## src/rtl/byte_serial_add_sched_pkg.sv

```systemverilog
// Purpose : shared types, default sizes and helpers for the byte-serial add scheduler.
// Latency : n/a (package only).
// Backpressure: n/a (package only).
// Contents: state_t FSM enum, DEF_* default sizes, nslice() slice count, rr_next() round-robin step.
package byte_serial_pkg;

    typedef enum logic [1:0] {
        IDLE = 2'd0,
        RUN  = 2'd1,
        DONE = 2'd2
    } state_t;

    localparam int DEF_WIDTH = 32;
    localparam int DEF_SLICE = 8;
    localparam int DEF_NREQ  = 2;

    // Number of SLICE-bit steps needed to cover one WIDTH-bit operand.
    function automatic int nslice(input int width, input int slice);
        return width / slice;
    endfunction

    // Pointer to the requester after the one just granted, wrapping at nreq.
    function automatic int rr_next(input int granted, input int nreq);
        return (granted >= nreq - 1) ? 0 : granted + 1;
    endfunction

endpackage

```

## src/rtl/byte_serial_add_sched_if.sv

```systemverilog
// Purpose : request/result bundle between datapath clients and the add scheduler.
// Latency : n/a (wires only).
// Backpressure: req side valid/ready per requester; result side valid/ready.
// Macro BYTE_SERIAL_SUB_EN adds req_sub (per-requester subtract select).
// master = clients/consumer side, slave = scheduler side.
interface byte_serial_add_sched_if #(
    parameter int NREQ  = 2,
    parameter int WIDTH = 32,
    parameter int IDW   = 1
);
    logic [NREQ-1:0]       req_valid;
    logic [NREQ-1:0]       req_ready;
    logic [NREQ*WIDTH-1:0] req_a;
    logic [NREQ*WIDTH-1:0] req_b;
`ifdef BYTE_SERIAL_SUB_EN
    logic [NREQ-1:0]       req_sub;
`endif
    logic                  res_valid;
    logic                  res_ready;
    logic [WIDTH-1:0]      res_sum;
    logic                  res_cout;
    logic [IDW-1:0]        res_id;
    logic                  busy;

`ifdef BYTE_SERIAL_SUB_EN
    modport master (
        output req_valid, req_a, req_b, req_sub, res_ready,
        input  req_ready, res_valid, res_sum, res_cout, res_id, busy
    );
    modport slave (
        input  req_valid, req_a, req_b, req_sub, res_ready,
        output req_ready, res_valid, res_sum, res_cout, res_id, busy
    );
`else
    modport master (
        output req_valid, req_a, req_b, res_ready,
        input  req_ready, res_valid, res_sum, res_cout, res_id, busy
    );
    modport slave (
        input  req_valid, req_a, req_b, res_ready,
        output req_ready, res_valid, res_sum, res_cout, res_id, busy
    );
`endif

endinterface

```

## src/rtl/byte_serial_add_sched_slice_adder.sv

```systemverilog
// Purpose : combinational SLICE-bit adder with carry in/out.
// Latency : 0 cycles (pure combinational).
// Backpressure: none.
// Ports: i_a, i_b operand slices; i_cin carry in; o_sum slice sum; o_cout carry out.
module slice_adder #(
    parameter int SLICE = 8
) (
    input  logic [SLICE-1:0] i_a,
    input  logic [SLICE-1:0] i_b,
    input  logic             i_cin,
    output logic [SLICE-1:0] o_sum,
    output logic             o_cout
);

    assign {o_cout, o_sum} = {1'b0, i_a} + {1'b0, i_b} + {{SLICE{1'b0}}, i_cin};

endmodule

```

## src/rtl/byte_serial_add_sched.sv

```systemverilog
// Purpose : round-robin arbiter + sequencer stepping one SLICE adder LSB-first over WIDTH-bit operands.
// Latency : handshake cycle 0, RUN cycles 1..NSLICE, result valid from cycle NSLICE+1.
// Backpressure: holds result in DONE until res_ready; accepts no request outside IDLE.
// Ports: clk, rst (sync, active-high); bus = slave side of byte_serial_add_sched_if.
// Macro BYTE_SERIAL_SUB_EN: per-request subtract (invert B, carry-in 1); absent = add only.
module byte_serial_add_sched
    import byte_serial_pkg::*;
#(
    parameter int WIDTH = DEF_WIDTH,
    parameter int SLICE = DEF_SLICE,
    parameter int NREQ  = DEF_NREQ
) (
    input logic                   clk,
    input logic                   rst,
    byte_serial_add_sched_if.slave bus
);

    localparam int NSLICE = nslice(WIDTH, SLICE);
    localparam int KW     = (NSLICE > 1) ? $clog2(NSLICE) : 1;
    localparam int IDW    = (NREQ > 1) ? $clog2(NREQ) : 1;

    state_t           r_state;
    logic [IDW-1:0]   r_rr_ptr;
    logic [KW-1:0]    r_k;
    logic             r_carry;
    logic             r_sub;
    logic [WIDTH-1:0] r_a;
    logic [WIDTH-1:0] r_b;
    logic [WIDTH-1:0] r_sum;
    logic             r_cout;
    logic [IDW-1:0]   r_id;
    logic             r_valid;

    logic             w_grant_vld;
    logic [IDW-1:0]   w_grant;
    int               w_idx;
    logic             w_sub_sel;
    logic [SLICE-1:0] w_slice_a;
    logic [SLICE-1:0] w_slice_b;
    logic [SLICE-1:0] w_slice_sum;
    logic             w_slice_cout;

    // First valid requester at or after the round-robin pointer, with wrap.
    always_comb begin
        w_grant_vld = 1'b0;
        w_grant     = '0;
        w_idx       = 0;
        for (int j = 0; j < NREQ; j++) begin
            w_idx = int'(r_rr_ptr) + j;
            if (w_idx >= NREQ) begin
                w_idx = w_idx - NREQ;
            end
            if (!w_grant_vld && bus.req_valid[w_idx]) begin
                w_grant_vld = 1'b1;
                w_grant     = w_idx[IDW-1:0];
            end
        end
    end

`ifdef BYTE_SERIAL_SUB_EN
    assign w_sub_sel = bus.req_sub[w_grant];
`else
    assign w_sub_sel = 1'b0;
`endif

    // Subtraction is A + ~B + 1: B is inverted slice by slice, the +1 enters as the initial carry.
    assign w_slice_a = r_a[r_k*SLICE +: SLICE];
    assign w_slice_b = r_b[r_k*SLICE +: SLICE] ^ {SLICE{r_sub}};

    slice_adder #(.SLICE(SLICE)) u_slice_adder (
        .i_a    (w_slice_a),
        .i_b    (w_slice_b),
        .i_cin  (r_carry),
        .o_sum  (w_slice_sum),
        .o_cout (w_slice_cout)
    );

    always_ff @(posedge clk) begin
        if (rst) begin
            r_state  <= IDLE;
            r_rr_ptr <= '0;
            r_k      <= '0;
            r_carry  <= 1'b0;
            r_sub    <= 1'b0;
            r_a      <= '0;
            r_b      <= '0;
            r_sum    <= '0;
            r_cout   <= 1'b0;
            r_id     <= '0;
            r_valid  <= 1'b0;
        end else begin
            case (r_state)
                IDLE: begin
                    if (w_grant_vld) begin
                        r_a      <= bus.req_a[w_grant*WIDTH +: WIDTH];
                        r_b      <= bus.req_b[w_grant*WIDTH +: WIDTH];
                        r_sub    <= w_sub_sel;
                        r_carry  <= w_sub_sel;
                        r_id     <= w_grant;
                        r_k      <= '0;
                        r_rr_ptr <= IDW'(rr_next(int'(w_grant), NREQ));
                        r_state  <= RUN;
                    end
                end
                RUN: begin
                    r_sum[r_k*SLICE +: SLICE] <= w_slice_sum;
                    r_carry                   <= w_slice_cout;
                    if (r_k == KW'(NSLICE - 1)) begin
                        r_cout  <= w_slice_cout;
                        r_valid <= 1'b1;
                        r_state <= DONE;
                    end else begin
                        r_k <= r_k + 1'b1;
                    end
                end
                DONE: begin
                    if (bus.res_ready) begin
                        r_valid <= 1'b0;
                        r_state <= IDLE;
                    end
                end
                default: r_state <= IDLE;
            endcase
        end
    end

    // Ready only in IDLE and only toward the granted requester.
    assign bus.req_ready = (r_state == IDLE && w_grant_vld) ? (NREQ'(1) << w_grant) : '0;
    assign bus.res_valid = r_valid;
    assign bus.res_sum   = r_sum;
    assign bus.res_cout  = r_cout;
    assign bus.res_id    = r_id;
    assign bus.busy      = (r_state != IDLE);

endmodule

```

## src/flat_wrapper.sv

```systemverilog
// flat-port wrapper written by rule: the top's interface ports become plain ports
module byte_serial_add_sched_flat import byte_serial_pkg::*;
#(
    parameter int WIDTH = DEF_WIDTH,
    parameter int SLICE = DEF_SLICE,
    parameter int NREQ  = DEF_NREQ
)
  (clk, rst, bus_req_valid, bus_req_a, bus_req_b, bus_res_ready, bus_req_ready, bus_res_valid, bus_res_sum, bus_res_cout, bus_res_id, bus_busy);
  byte_serial_add_sched_if #(.NREQ(NREQ), .WIDTH(WIDTH), .IDW((1))) bus_i ();
  input logic clk;
  input logic rst;
  input wire logic [$bits(bus_i.req_valid)-1:0] bus_req_valid;
  input wire logic [$bits(bus_i.req_a)-1:0] bus_req_a;
  input wire logic [$bits(bus_i.req_b)-1:0] bus_req_b;
  input wire logic [$bits(bus_i.res_ready)-1:0] bus_res_ready;
  output wire logic [$bits(bus_i.req_ready)-1:0] bus_req_ready;
  output wire logic [$bits(bus_i.res_valid)-1:0] bus_res_valid;
  output wire logic [$bits(bus_i.res_sum)-1:0] bus_res_sum;
  output wire logic [$bits(bus_i.res_cout)-1:0] bus_res_cout;
  output wire logic [$bits(bus_i.res_id)-1:0] bus_res_id;
  output wire logic [$bits(bus_i.busy)-1:0] bus_busy;
  assign bus_i.req_valid = bus_req_valid;
  assign bus_i.req_a = bus_req_a;
  assign bus_i.req_b = bus_req_b;
  assign bus_i.res_ready = bus_res_ready;
  assign bus_req_ready = bus_i.req_ready;
  assign bus_res_valid = bus_i.res_valid;
  assign bus_res_sum = bus_i.res_sum;
  assign bus_res_cout = bus_i.res_cout;
  assign bus_res_id = bus_i.res_id;
  assign bus_busy = bus_i.busy;
  byte_serial_add_sched #(.WIDTH(WIDTH), .SLICE(SLICE), .NREQ(NREQ)) u_core (.clk(clk), .rst(rst), .bus(bus_i));
endmodule
```

## config.mk

```make
export PLATFORM = sky130hd
export DESIGN_NAME = byte_serial_add_sched_flat
export DESIGN_NICKNAME = d
export VERILOG_FILES = /design/src/rtl/byte_serial_add_sched_pkg.sv /design/src/rtl/byte_serial_add_sched_if.sv /design/src/rtl/byte_serial_add_sched_slice_adder.sv /design/src/rtl/byte_serial_add_sched.sv /design/src/flat_wrapper.sv
export SDC_FILE = /design/constraint.sdc
export NUM_CORES = 1
export LEC_CHECK = 0
export ABC_AREA = 0
export CAP_MARGIN = 20
export CORE_UTILIZATION = 50
export CTS_CLUSTER_SIZE = 28
export DETAILED_ROUTE_END_ITERATION = 16
export PLACE_DENSITY = 0.84
export SLEW_MARGIN = 20
export SYNTH_ARGS = -nofsm -noshare
export SYNTH_HDL_FRONTEND = slang
export SYNTH_HIERARCHICAL = 1
export SYNTH_SLANG_ARGS = --single-unit
```

## constraint.sdc

```tcl
create_clock -name clk -period 4.9 [get_ports clk]
set_input_delay 1.225 -clock clk [delete_from_list [all_inputs] [get_ports clk]]
set_output_delay 1.225 -clock clk [all_outputs]
set_load 0.02 [all_outputs]
```

==> key figures <==
Routing
  • Number of DRC markers in iteration 0: 540
  • Vias per cell: 6.28
  • Routed WL: 15,900 µm
  • First-pass iteration count of the detailed router: 5
  • Final antenna-violating net count: 0
  • WL/cell: 18.7 µm
  • DRC Markers: 0
  • Total number of vias: 5,366

Worst setup path
  • Worst endpoint required time: 3.67 ns
  • Max incr delay on CP: 0.64 ns
  • Crit-path max FO: 3
  • Worst reg2reg setup slack: 1.51 ns
  • Crit path cell chain: clkdlybuf4s50_1 > nor3b_4 > and2_1 > clkdlybuf4s50_1
  • Setup Crit Path Kind: primary input to primary output
  • Slowest library cell on the worst path: clkdlybuf4s50_1
  • CP endpoint kind: primary output
  • Crit path DAT: 2.90 ns
  • Critical path's most frequent cell: clkdlybuf4s50_1
  • CP Launch Type: primary input
  • CP delay by family, top: buffers and inverters
  • Crit path buffers/inverters: 2

Global routing
  • GRT busiest layer: met2
  • Overflow after GRT: 0
  • Initial antenna violation count: 0
  • M3 GR Usage: 5.22%
  • GR Util met1: 37.0%
  • Largest net degree at the start of global routing: 90
  • Vias in the first global route: 5,021
  • Aggregate global-route resource usage: 28.6%
  • First-pass GRT wire length: 25,000 µm
  • Met2 layer usage reported by global route: 49.3%

STA
  • Setup TNS Final: 0 ns
  • Max transition margin: 35.4%
  • Final setup vio count: 0
  • Fin crit period: 4.12 ns
  • Final Max Tran Viols: 0
  • Setup Skew: 0.0124 ns
  • Fin. Hold Viols: 0
  • Achievable Freq: 0.243 GHz
  • Unrepaired setup endpoints after global routing: false
  • Worst Tran Pin Value: 0.968 ns
  • Tcrit/Tclk final: 84.1%
  • Fin Hold WS: 0.457 ns

Floorplan
  • Die area: 10,800 µm²
  • Starting density of the core: 52.2%
  • I/O pin cnt: 171
  • Die Height: 104 µm
  • Row count: 36
  • Core ar.: 9910 µm²
  • Die X-Extent: 104 µm

Synth
  • Post-synthesis adder-cell area fraction: 3.68%
  • Yosys warns: 6
  • Compound-Gate Fraction of Synth Area: 22.7%
  • Flops & latches, synth: 105
  • Synth Cell Area: 5170 µm²
  • Mean Syn Cell Area: 8.75 µm²
  • Area share of and/or/nand/nor cells after synthesis: 19.5%
  • Mux cell area share after synthesis: 6.97%
  • Largest family of logic cells by synthesized area: compound AO/OA/AOI/OAI gates
  • Yosys cell types: 45
  • Dominant synthesized flop cell: dfxtp_1
  • Post-synth net total: 738
  • Post-synthesis sequential area ratio: 40.6%
  • Xor/xnor share of the synthesized area: 0.677%
  • EDFF count, synth: 0
  • Post-synth ARST share: 0%
  • Cells after Synth: 591

Flow run
  • Max-cap viol count: 0

CTS
  • Clk slew on worst S/H paths: 0.10 ns
  • Clock latency on the worst-skew pair: 0.37 ns
  • CTS tree: built
  • Num CTS Buffers: 9
  • CTS Sinks: 105
  • H-tree depth: 3
  • CTS max path bufs: 2
  • # resized after CTS: 0
  • Clk root buf: clkbuf_8
  • Cts hold-fix bufs: 0
  • Post-CTS Setup Repair Bufs: 0

Placement
  • # port buffers: 170
  • RePlAce Congestion: 0.868
  • Post-detail-place hpwl: 11,000 µm

Finish
  • Fraction of layout cells with a size suffix above 1: 7.21%
  • Nets: 863
  • Area growth syn-to-layout: 36.6%
  • Antenna cells: 0

Pwr
  • Worst IR Drop VDD: 180 µV
  • Cell Pwr Density: 283 nW/µm²
  • LEAKAGE: 0.00242 µW

Status
  • Status: finished, final reports clean

Min path
  • Hold crit path type: register to register
[flip-flops by register name (all words and copies together) (netlist names)]
name	count
u_core/r_state	2
u_core/r_carry	1
u_core/bus.res_id	1
u_core/r_k	2
u_core/bus.res_sum	32
u_core/bus.res_valid	1
u_core/r_rr_ptr	1
u_core/bus.res_cout	1
u_core/r_b	32
u_core/r_a	32
[worst min-delay path, cell delays in order, from the launching register on]
cell,delay [ns]
dfxtp_1,0.32
nand2_1,0.05
a21oi_1,0.05
[cell type report]
cell class / instances / area, µm²
fillers: 764 / 2850
clock buffers: 11 / 151
well taps: 133 / 166
clock inverters: 5 / 61.3
inverters: 6 / 22.5
flip-flops and latches: 105 / 2100
multi-input cells: 416 / 2790
repair buffers: 178 / 1770
[cells in the final DEF, fill, tap and decap left out, types with 2 or more instances in the layout]
cell,n
xnor2_1,2
and3b_1,2
nand2_1,14
clkdlybuf4s50_1,169
clkbuf_8,11
o211ai_1,2
inv_1,5
nor2_1,12
buf_4,7
a31oi_1,64
dfxtp_1,105
nor2b_1,3
nor3b_4,2
ha_1,12
a311o_1,2
o221ai_1,2
xor2_1,2
a21oi_1,21
inv_6,2
nand3_1,139
nand2b_1,3
a32oi_1,8
fa_1,2
mux4_2,16
a22o_1,16
a21o_1,2
nand3b_1,4
and4_1,2
o21ai_0,66
[kinds of logic after synthesis]
| logic type | after synthesis |
|---|---|
| and+or+nand+nor | 192 |
| muxes | 16 |
| xor gates and xnor gates | 4 |
| DFF | 105 |
| buffers and inverters | 70 |
| adders and majority gates | 14 |
| AOI/OAI and AO/OA | 190 |
[final timing paths]
check / from / to / depth (start not counted)
min reg2reg: u_core/bus.res_sum[2] / u_core/bus.res_sum[2] / 2
max: bus_req_valid[0] / bus_req_ready[0] / 4
max reg2reg: u_core/r_k[0] / u_core/bus.res_sum[31] / 9
min: u_core/bus.res_sum[2] / u_core/bus.res_sum[2] / 2
[cells in the mapped netlist (2+ instances only)]
cell	count	area (µm²)
nor3b_2	3	37.5
nand2b_1	4	25.0
nor2_1	13	48.8
a22o_1	16	140
fa_1	2	40.0
a21oi_1	21	105
inv_1	5	18.8
o221ai_1	2	17.5
nor2b_1	3	18.8
and3b_1	2	17.5
nand3_1	139	696
buf_2	14	70.1
o21ai_0	66	330
nand2_1	15	56.3
buf_4	4	30.0
a32oi_1	8	70.1
ha_1	12	150
dfxtp_1	105	2100
and4_1	2	17.5
a311o_1	2	20.0
xnor2_1	2	17.5
a31oi_1	64	400
buf_1	5	18.8
nand3b_1	4	30.0
mux4_2	16	360
a21o_1	2	15.0
xor2_1	2	17.5
o211ai_1	2	15.0
clkbuf_1	40	150
[report_power, final]
part | internal [µW] | switching (µW)
clock network | 268 | 298
registers | 907 | 42.5
logic | 229 | 258
[layer usage]
layer	up-vias	share of wire, %
met1	2529	40
met2	317	49
met5	-	0
li1	2495	-
met3	25	8.8
met4	0	1.8
[stage by stage]
| stage | cell area [µm²] | instances | utilization, % | setup WS, ns | power [µW] |
|---|---|---|---|---|---|
| 2_1_floorplan | 5170 | 591 | - | 1.57 | 1230 |
| 3_3_place_gp | 6830 | 837 | 68.9 | 0.786 | 1430 |
| 3_5_place_dp | 6850 | 838 | 69.1 | 0.776 | 1440 |
| 4_1_cts | 7060 | 854 | 71.3 | 0.767 | 2000 |
| 5_1_grt | 7060 | 854 | 71.3 | 0.734 | 2070 |
| 6_report | 7060 | 854 | 71.3 | 0.780 | 2000 |
Note: power is estimated with default switching activity, not from simulation.
